## src/rtl/pll_lock_sequencer.sv

```systemverilog
`default_nettype none
// ============================================================================
// Module : pll_lock_sequencer
// Brief  : iCE40 PLL reset/bypass/lock sequencer in the crystal domain. The
//          optional RUN-state lock-loss glitch filter is enabled by the
//          PLL_LOCK_GLITCH_FILTER_EN macro.
// Rev    : 1.0 - initial release
// ============================================================================
module pll_lock_sequencer #(
  parameter int RST_CYCLES    = 16,
  parameter int LOCK_TIMEOUT  = 4096,
  parameter int STABLE_CYCLES = 256,
  parameter int MAX_RETRIES   = 3,
  parameter int GLITCH_CYCLES = 4
) (
  input  logic       i_xtal,
  input  logic       i_rst_n,
  input  logic       i_pll_lock,
  input  logic       i_resync,
  output logic       o_pll_resetb,
  output logic       o_pll_bypass,
  output logic       o_sys_rst_n,
  output logic       o_ready,
  output logic       o_fail,
  output logic [1:0] o_retry_cnt,
  output logic [7:0] o_loss_cnt
);

  localparam int c_max_ab  = (RST_CYCLES > LOCK_TIMEOUT) ? RST_CYCLES : LOCK_TIMEOUT;
  localparam int c_cnt_max = (c_max_ab > STABLE_CYCLES) ? c_max_ab : STABLE_CYCLES;
  localparam int c_cnt_w   = (c_cnt_max > 1) ? $clog2(c_cnt_max) : 1;

  localparam logic [c_cnt_w-1:0] c_rst_last     = c_cnt_w'(RST_CYCLES - 1);
  localparam logic [c_cnt_w-1:0] c_timeout_last = c_cnt_w'(LOCK_TIMEOUT - 1);
  // The WAIT_LOCK->STABLE edge already consumed one high sample.
  localparam logic [c_cnt_w-1:0] c_stable_last  =
    c_cnt_w'((STABLE_CYCLES > 1) ? STABLE_CYCLES - 2 : 0);

  generate
    if (RST_CYCLES < 1 || LOCK_TIMEOUT < 1 || STABLE_CYCLES < 1 ||
        MAX_RETRIES < 1 || MAX_RETRIES > 4 || GLITCH_CYCLES < 1) begin : g_bad_params
      $error("pll_lock_sequencer: unsupported parameter set");
    end
  endgenerate

  typedef enum logic [2:0] {
    ST_RESET_HOLD = 3'd0,
    ST_WAIT_LOCK  = 3'd1,
    ST_STABLE     = 3'd2,
    ST_RUN        = 3'd3,
    ST_FAILED     = 3'd4
  } state_t;

  state_t               r_state;
  logic [c_cnt_w-1:0]   r_cnt;
  logic                 r_lock_meta;
  logic                 r_lock_s;
  logic                 r_pll_resetb;
  logic                 r_pll_bypass;
  logic                 r_sys_rst_n;
  logic                 r_ready;
  logic                 r_fail;
  logic [1:0]           r_retry_cnt;
  logic [7:0]           r_loss_cnt;
  logic                 w_loss;

  always_ff @(posedge i_xtal or negedge i_rst_n) begin
    if (!i_rst_n) begin
      r_lock_meta <= 1'b0;
      r_lock_s    <= 1'b0;
    end else begin
      r_lock_meta <= i_pll_lock;
      r_lock_s    <= r_lock_meta;
    end
  end

`ifdef PLL_LOCK_GLITCH_FILTER_EN
  localparam int c_glitch_w = (GLITCH_CYCLES > 1) ? $clog2(GLITCH_CYCLES) : 1;
  localparam logic [c_glitch_w-1:0] c_glitch_last = c_glitch_w'(GLITCH_CYCLES - 1);

  logic [c_glitch_w-1:0] r_glitch_cnt;

  always_ff @(posedge i_xtal or negedge i_rst_n) begin
    if (!i_rst_n) begin
      r_glitch_cnt <= '0;
    end else if (r_state != ST_RUN || r_lock_s) begin
      r_glitch_cnt <= '0;
    end else if (r_glitch_cnt != c_glitch_last) begin
      r_glitch_cnt <= r_glitch_cnt + 1'b1;
    end
  end

  assign w_loss = !r_lock_s && (r_glitch_cnt == c_glitch_last);
`else
  assign w_loss = !r_lock_s;
`endif

  always_ff @(posedge i_xtal or negedge i_rst_n) begin
    if (!i_rst_n) begin
      r_state      <= ST_RESET_HOLD;
      r_cnt        <= '0;
      r_pll_resetb <= 1'b0;
      r_pll_bypass <= 1'b0;
      r_sys_rst_n  <= 1'b0;
      r_ready      <= 1'b0;
      r_fail       <= 1'b0;
      r_retry_cnt  <= 2'd0;
      r_loss_cnt   <= 8'd0;
    end else begin
      case (r_state)
        ST_RESET_HOLD: begin
          if (r_cnt == c_rst_last) begin
            r_state      <= ST_WAIT_LOCK;
            r_cnt        <= '0;
            r_pll_resetb <= 1'b1;
          end else begin
            r_cnt <= r_cnt + 1'b1;
          end
        end

        ST_WAIT_LOCK: begin
          if (r_lock_s) begin
            r_state <= ST_STABLE;
            r_cnt   <= '0;
          end else if (r_cnt == c_timeout_last) begin
            r_cnt        <= '0;
            r_pll_resetb <= 1'b0;
            if (int'(r_retry_cnt) + 1 == MAX_RETRIES) begin
              r_state      <= ST_FAILED;
              r_pll_bypass <= 1'b1;
              r_fail       <= 1'b1;
            end else begin
              r_state     <= ST_RESET_HOLD;
              r_retry_cnt <= r_retry_cnt + 1'b1;
            end
          end else begin
            r_cnt <= r_cnt + 1'b1;
          end
        end

        ST_STABLE: begin
          if (!r_lock_s) begin
            r_state <= ST_WAIT_LOCK;
            r_cnt   <= '0;
          end else if (r_cnt == c_stable_last) begin
            r_state     <= ST_RUN;
            r_cnt       <= '0;
            r_sys_rst_n <= 1'b1;
            r_ready     <= 1'b1;
            r_retry_cnt <= 2'd0;
          end else begin
            r_cnt <= r_cnt + 1'b1;
          end
        end

        ST_RUN: begin
          // Loss outranks a simultaneous resync so the event is still counted.
          if (w_loss || i_resync) begin
            r_state      <= ST_RESET_HOLD;
            r_cnt        <= '0;
            r_pll_resetb <= 1'b0;
            r_sys_rst_n  <= 1'b0;
            r_ready      <= 1'b0;
            if (w_loss && r_loss_cnt != 8'hFF) begin
              r_loss_cnt <= r_loss_cnt + 1'b1;
            end
          end
        end

        ST_FAILED: begin
          if (i_resync) begin
            r_state      <= ST_RESET_HOLD;
            r_cnt        <= '0;
            r_pll_bypass <= 1'b0;
            r_fail       <= 1'b0;
            r_sys_rst_n  <= 1'b0;
            r_retry_cnt  <= 2'd0;
          end else if (!r_sys_rst_n) begin
            // Let bypass settle before releasing the system onto the crystal.
            if (r_cnt == c_rst_last) begin
              r_sys_rst_n <= 1'b1;
            end else begin
              r_cnt <= r_cnt + 1'b1;
            end
          end
        end

        default: begin
          r_state      <= ST_RESET_HOLD;
          r_cnt        <= '0;
          r_pll_resetb <= 1'b0;
          r_pll_bypass <= 1'b0;
          r_sys_rst_n  <= 1'b0;
          r_ready      <= 1'b0;
          r_fail       <= 1'b0;
        end
      endcase
    end
  end

  assign o_pll_resetb = r_pll_resetb;
  assign o_pll_bypass = r_pll_bypass;
  assign o_sys_rst_n  = r_sys_rst_n;
  assign o_ready      = r_ready;
  assign o_fail       = r_fail;
  assign o_retry_cnt  = r_retry_cnt;
  assign o_loss_cnt   = r_loss_cnt;

endmodule
`default_nettype wire
```

## config.mk

```make
export PLATFORM = sky130hd
export DESIGN_NAME = pll_lock_sequencer
export DESIGN_NICKNAME = d
export VERILOG_FILES = /design/src/rtl/pll_lock_sequencer.sv
export SDC_FILE = /design/constraint.sdc
export NUM_CORES = 1
export LEC_CHECK = 0
export CAP_MARGIN = 20
export CORE_ASPECT_RATIO = 1.4
export CORE_MARGIN = 3
export CORE_UTILIZATION = 50
export CTS_CLUSTER_SIZE = 24
export DETAILED_ROUTE_END_ITERATION = 10
export HOLD_SLACK_MARGIN = 0.02
export PLACE_DENSITY = 0.79
export SYNTH_ARGS = -nofsm -noshare
export SYNTH_HDL_FRONTEND = slang
export SYNTH_SLANG_ARGS = --single-unit
```

## constraint.sdc

```tcl
create_clock -name i_xtal -period 2.1 [get_ports i_xtal]
set_clock_uncertainty 0.2 [all_clocks]
set_input_delay 0.525 -clock i_xtal [delete_from_list [all_inputs] [get_ports i_xtal]]
set_output_delay 0.525 -clock i_xtal [all_outputs]
set_load 0.01 [all_outputs]
```

### Word level (Yosys, flattened, before mapping)

Index checks and enable logic that the tools add are counted.

| word-level totals | value |
|---|---|
| output and inout port bits | 15 |
| register bits | 31 |

| operators by class | value |
|---|---|
| bitwise operators | 4 |
| reductions and logical operators | 17 |
| equal/unequal tests | 22 |
| add/sub/neg operators | 4 |
| mux-type cells | 43 |

Operators by type and width:

| operator | count |
|---|---|
| 12-bit two-way mux | 9 |
| 12-bit case mux with 5 select lines | 1 |
| 3-bit two-way mux | 8 |
| 2-bit != test, second input constant | 9 |
| 3-bit case mux with 5 select lines | 1 |
| 5-bit AND reduction | 3 |
| 1-bit two-way mux | 13 |
| 12-bit by 1-bit adder with 12-bit output, second input constant | 1 |
| 12-bit equality test, second input constant | 1 |
| 12-bit by 4-bit equality test with 1-bit output, second input constant | 1 |
| 12-bit by 8-bit equality test with 1-bit output, second input constant | 1 |
| 2-bit two-way mux | 6 |
| 3-bit != test, second input constant | 4 |
| 3-bit by 2-bit equality test with 1-bit output, second input constant | 3 |
| 8-bit by 1-bit adder with 8-bit output, second input constant | 1 |
| 8-bit != test, second input constant | 1 |
| 1-bit case mux with 4 select lines | 2 |
| 4-bit AND reduction | 2 |
| 7-bit AND reduction | 1 |
| 1-bit case mux with 3 select lines | 2 |
| 2-bit case mux with 3 select lines | 1 |
| 3-bit AND reduction | 2 |
| 3-bit OR reduction | 2 |
| 1-bit NOT | 4 |
| 10 further kinds | 11 |

### Longest topological paths before layout

| depth | value |
|---|---|
| depth in word-level cells | 6 |
| depth in mapped cells | 8 |
| depth with buffers taken out | 7 |

### Least setup slack after synthesis

OpenSTA, ideal clock, no wires.

| path | value |
|---|---|
| path kind | reg2reg |
| from | reg r_cnt[1] |
| to | reg r_retry_cnt[1] (netlist: o_retry_cnt[1]) |
| slack | -0.135 ns |
| arrival | 1.910 ns |
| path buffers | 0 |
| period minus slack after synthesis | 2.235 ns |
| stages on the path, launching flop included | 8 |
| cells stage by stage | dfrtp_1 -> ha_1 -> and3_1 -> nand4_1 -> o31a_1 -> nor2_1 -> a21boi_2 -> mux2_2 |

| between the ends | value |
|---|---|
| word-level cells in the longest chain between the ends | 3 |
| elaborated cells on any way between the ends | 5 |
| those cells by class | 4 x eq/ne; 1 x reduce/logical |

RTL lines:

| item | line | text |
|---|---|---|
| start, declared | 55 | `logic [c_cnt_w-1:0] r_cnt;` |
| start signal, assigned | 117 | `r_cnt <= r_cnt + 1'b1;` |
| start signal, assigned | 137 | `r_cnt <= r_cnt + 1'b1;` |
| start signal, assigned | 152 | `r_cnt <= r_cnt + 1'b1;` |
| 12-bit by 8-bit equality test with 1-bit output or 12-bit equality test (tied branches) | 145, 125 |  |
| 2-bit != test (no source line) | n/a |  |
| 7-bit AND reduction (no source line) (*) | n/a |  |
| end signal, assigned | 134 | `r_retry_cnt <= r_retry_cnt + 1'b1;` |
| end, declared | 63 | `logic [1:0] r_retry_cnt;` |

Every way passes the cells marked *; elsewhere a longest branch is shown, timed or not.
A chain may end at the register's enable or synchronous reset.

### Worst setup path after layout

| path | value |
|---|---|
| from | reg r_cnt[5] |
| to | reg r_cnt[0] |

| between the ends | value |
|---|---|
| word-level cells in the longest chain between the ends | 4 |
| elaborated cells on any way between the ends | 11 |
| those cells by class | 4 x eq/ne; 6 x mux; 1 x reduce/logical |

RTL lines:

| item | line | text |
|---|---|---|
| 12-bit by 8-bit equality test with 1-bit output or 12-bit equality test (tied branches) | 145, 125 |  |
| 12-bit two-way mux, on equally long branches | 145, 125 |  |
| 12-bit two-way mux, on equally long branches | 142, 122 |  |
| 12-bit case mux with 5 select lines | 110 | `case (r_state)` |

Parallel ways exist; a longest one is shown, timed or not.

==> flow_summary.yaml <==
die:
  ios: 19
  die_area_um2: 4320
  die_w_um: 56.4
  core_area_um2: 3410
  start_util: 0.522
  num_rows: 25
  die_h_um: 76.6
clock_tree:
  cts_tree: "done"
  clkTransAtPathRegs_ns: 0.07
  cts-root-buf: "clkbuf_8"
  ctsLongestPathBuffers: 2
  clock_latency_ns: 0.28
  numCtsBuffers: 5
  cts_sinks: 31
  cts_max_level: 2
grt:
  grt_max_degree: 32
  grt_first_pass_wirelength_mm: 7.94
  grt_pass1_vias: 1765
  grt.overflow.total: 0
  grt_usage: 0.236
  antenna_found_initial: 0
detailed_routing:
  top_layer_used: "met4"
  ant_nets: 0
  route.met3.wl_um: 213
  firstDrtPassIters: 4
  drt_iter0_markers: 94
  route.detailed.drc: 0
  vias: 1765
  drt-wirelength-per-cell_um: 17.7
  wl_met2_mm: 2.88
  vias_per_cell: 5.96
  wl_met1_mm: 1.94
  drt_wl_total_mm: 5.24
critical_path:
  arrival_ns: 2.16
  end_kind: "flop"
  critPathLaunchType: "flop"
  worstPathRequired_ns: 2.07
  path_class: "flop to flop"
  crit_fanout: 7
run_status:
  violations: "negative setup slack"
  outcome: "finished, violations left"
power_and_ir_drop:
  ir_drop_mv: 0.795
  total_power_mw: 3.13
  leakage_nw: 1.22
  powerDensity_nw_per_um2: 1200
placement:
  gp_congestion: 0.879
  io_buffers: 18
  dp_cells: 280
  dp_hpwl_mm: 3.41
  post-place-ws_ns: -0.439
synth:
  syn_avg_cell_area_um2: 9.62
  synthFlopType: "dfrtp_1"
  synth_edf_count: 0
  async_reset_ff_frac: 1.00
  netlist.top_cell.by_area: "dfrtp_1"
  synth_most_common_cell: "dfrtp_1"
  synth_top_area_share: 0.436
  netlist_instances: 185
  synthTopCellsByArea: "dfrtp_1 44%, nor2_1 3.6%, ha_1 2.8%"
  synth_seq_cells: 31
  synth_common_cells: "31 x dfrtp_1, 17 x nor2_1, 13 x nand2_1, 10 x nand3_1, 10 x o21ai_0"
  synth_cell_types: 49
  yosysSeqAreaShare: 0.436
  syn_area_um2: 1780
  yosysWarnings: 0
  syn_nets: 193
timing:
  fin_crit_sh: 1.04
  drv_slew: 0
  rsz0062_at_grt: "yes"
  min_period_ns: 2.19
  max_clock_freq_mhz: 457
  tightest_slew_ns: 0.401
  hold_violations: 0
  final-setup-viol-count: 12
  setup_ws_ns: -0.0897
  relSlewSlack: 0.733
layout:
  diodes: 0
  layoutNonFillerInstCount: 296
  syn_to_final_growth_pct: 46.9
  layout-drive-gt1-share: 0.379
  nets: 264
job:
  maxCapViolCount: 0
min_path:
  hold_class: "flop to flop"
==> final cells by class <==
| type | instances | area (um2) |
|---|---|---|
| Clock buffer | 6 | 82.6 |
| Clock inverter | 1 | 5.00 |
| Fill cell | 221 | 793 |
| Inverter | 5 | 18.8 |
| Multi-Input combinational cell | 139 | 1070 |
| Sequential cell | 31 | 781 |
| Tap cell | 40 | 50.0 |
| Timing Repair Buffer | 74 | 607 |
==> cell families after synthesis <==
group,share of synthesized area
flip-flops,0.436
AO/OA/AOI/OAI,0.169
buffers and inverters,0.0457
XOR/XNOR,0.0443
adder cells (fa/ha/maj),0.0281
AND/OR/NAND/NOR,0.240
multiplexers,0.0365
==> through the flow <==
step                      setup TNS (ns)  hold slack [ns]  cell area, um2   util
final                             -0.539            0.150            2620  0.767
after global routing               -1.61            0.162            2620  0.767
after CTS                         -0.248            0.155            2460  0.722
after detailed placement           -4.56            0.141            2320  0.681
after global placement             -4.17            0.140            2320  0.681
after floorplan                  -0.0420           0.0294            1800      -
==> worst max-delay path: stages, from the launching register on <==
cell,delay [ns]
dfrtp_1,0.42
and4_1,0.28
nand4_1,0.18
o21ai_1,0.26
and3_4,0.27
nor2_1,0.05
buf_4,0.16
mux2_2,0.26
==> per-layer routing <==
metal  up-vias  track usage
met1       862        0.241
met3        21       0.0593
met5         -            0
met4         0        0.159
li1        815            -
met2        67        0.409
==> what timing repair did <==
| item | 4_1_cts | 5_1_grt |
|---|---|---|
| resized for setup | 15 | 24 |
| hold buffers | 0 | 0 |
| setup endpoints to repair | 15 | 18 |
| setup buffers | 1 | 8 |
| pin swaps | 5 | 6 |
| gates cloned | 0 | 0 |
==> placed cells by master (no fill, tap or decap), types with 3 or more instances in the layout <==
cell and n:
buf_4 54, a21oi_1 3, xnor2_1 4, dfrtp_1 27, nand3b_1 3, clkdlybuf4s50_1 17, nand4_1 5, nor2_1 16
a21o_1 6, dfrtp_2 4, ha_1 3, xor2_1 5, a22o_1 5, nand3_1 9, nand2_1 11, and3_1 3
o21ai_0 8, inv_1 5, clkbuf_8 6
==> where the power goes <==
| part | internal (mW) | switching (mW) |
|---|---|---|
| Combinational | 0.973 | 0.793 |
| Clock | 0.257 | 0.214 |
| Sequential | 0.738 | 0.157 |
| Total | 1.97 | 1.16 |
==> final timing paths <==
path                                             from                        end  slack, ns  cells after the start
worst max-delay path             r_cnt[5]$_DFFE_PN0P_       r_cnt[0]$_DFFE_PN0P_      -0.09                      7
worst min-delay path            r_lock_meta$_DFF_PN0_         r_lock_s$_DFF_PN0_       0.15                      0
worst max register to register   r_cnt[5]$_DFFE_PN0P_       r_cnt[0]$_DFFE_PN0P_      -0.09                      7
worst min register to register  r_lock_meta$_DFF_PN0_         r_lock_s$_DFF_PN0_       0.15                      0
max in group asynchronous                     i_rst_n     r_state[0]$_DFFE_PN0P_       0.95                      2
min in group asynchronous                     i_rst_n  o_loss_cnt[6]$_DFFE_PN0P_       0.42                      2
==> state kept, by name (all words and copies together), names as in the netlist <==
register and cells:
o_fail 1, o_ready 1, o_sys_rst_n 1, o_loss_cnt 8
o_retry_cnt 2, r_lock_s 1, r_state 3, o_pll_resetb 1
r_cnt 12, r_lock_meta 1
(Power assumes the default switching activity.)
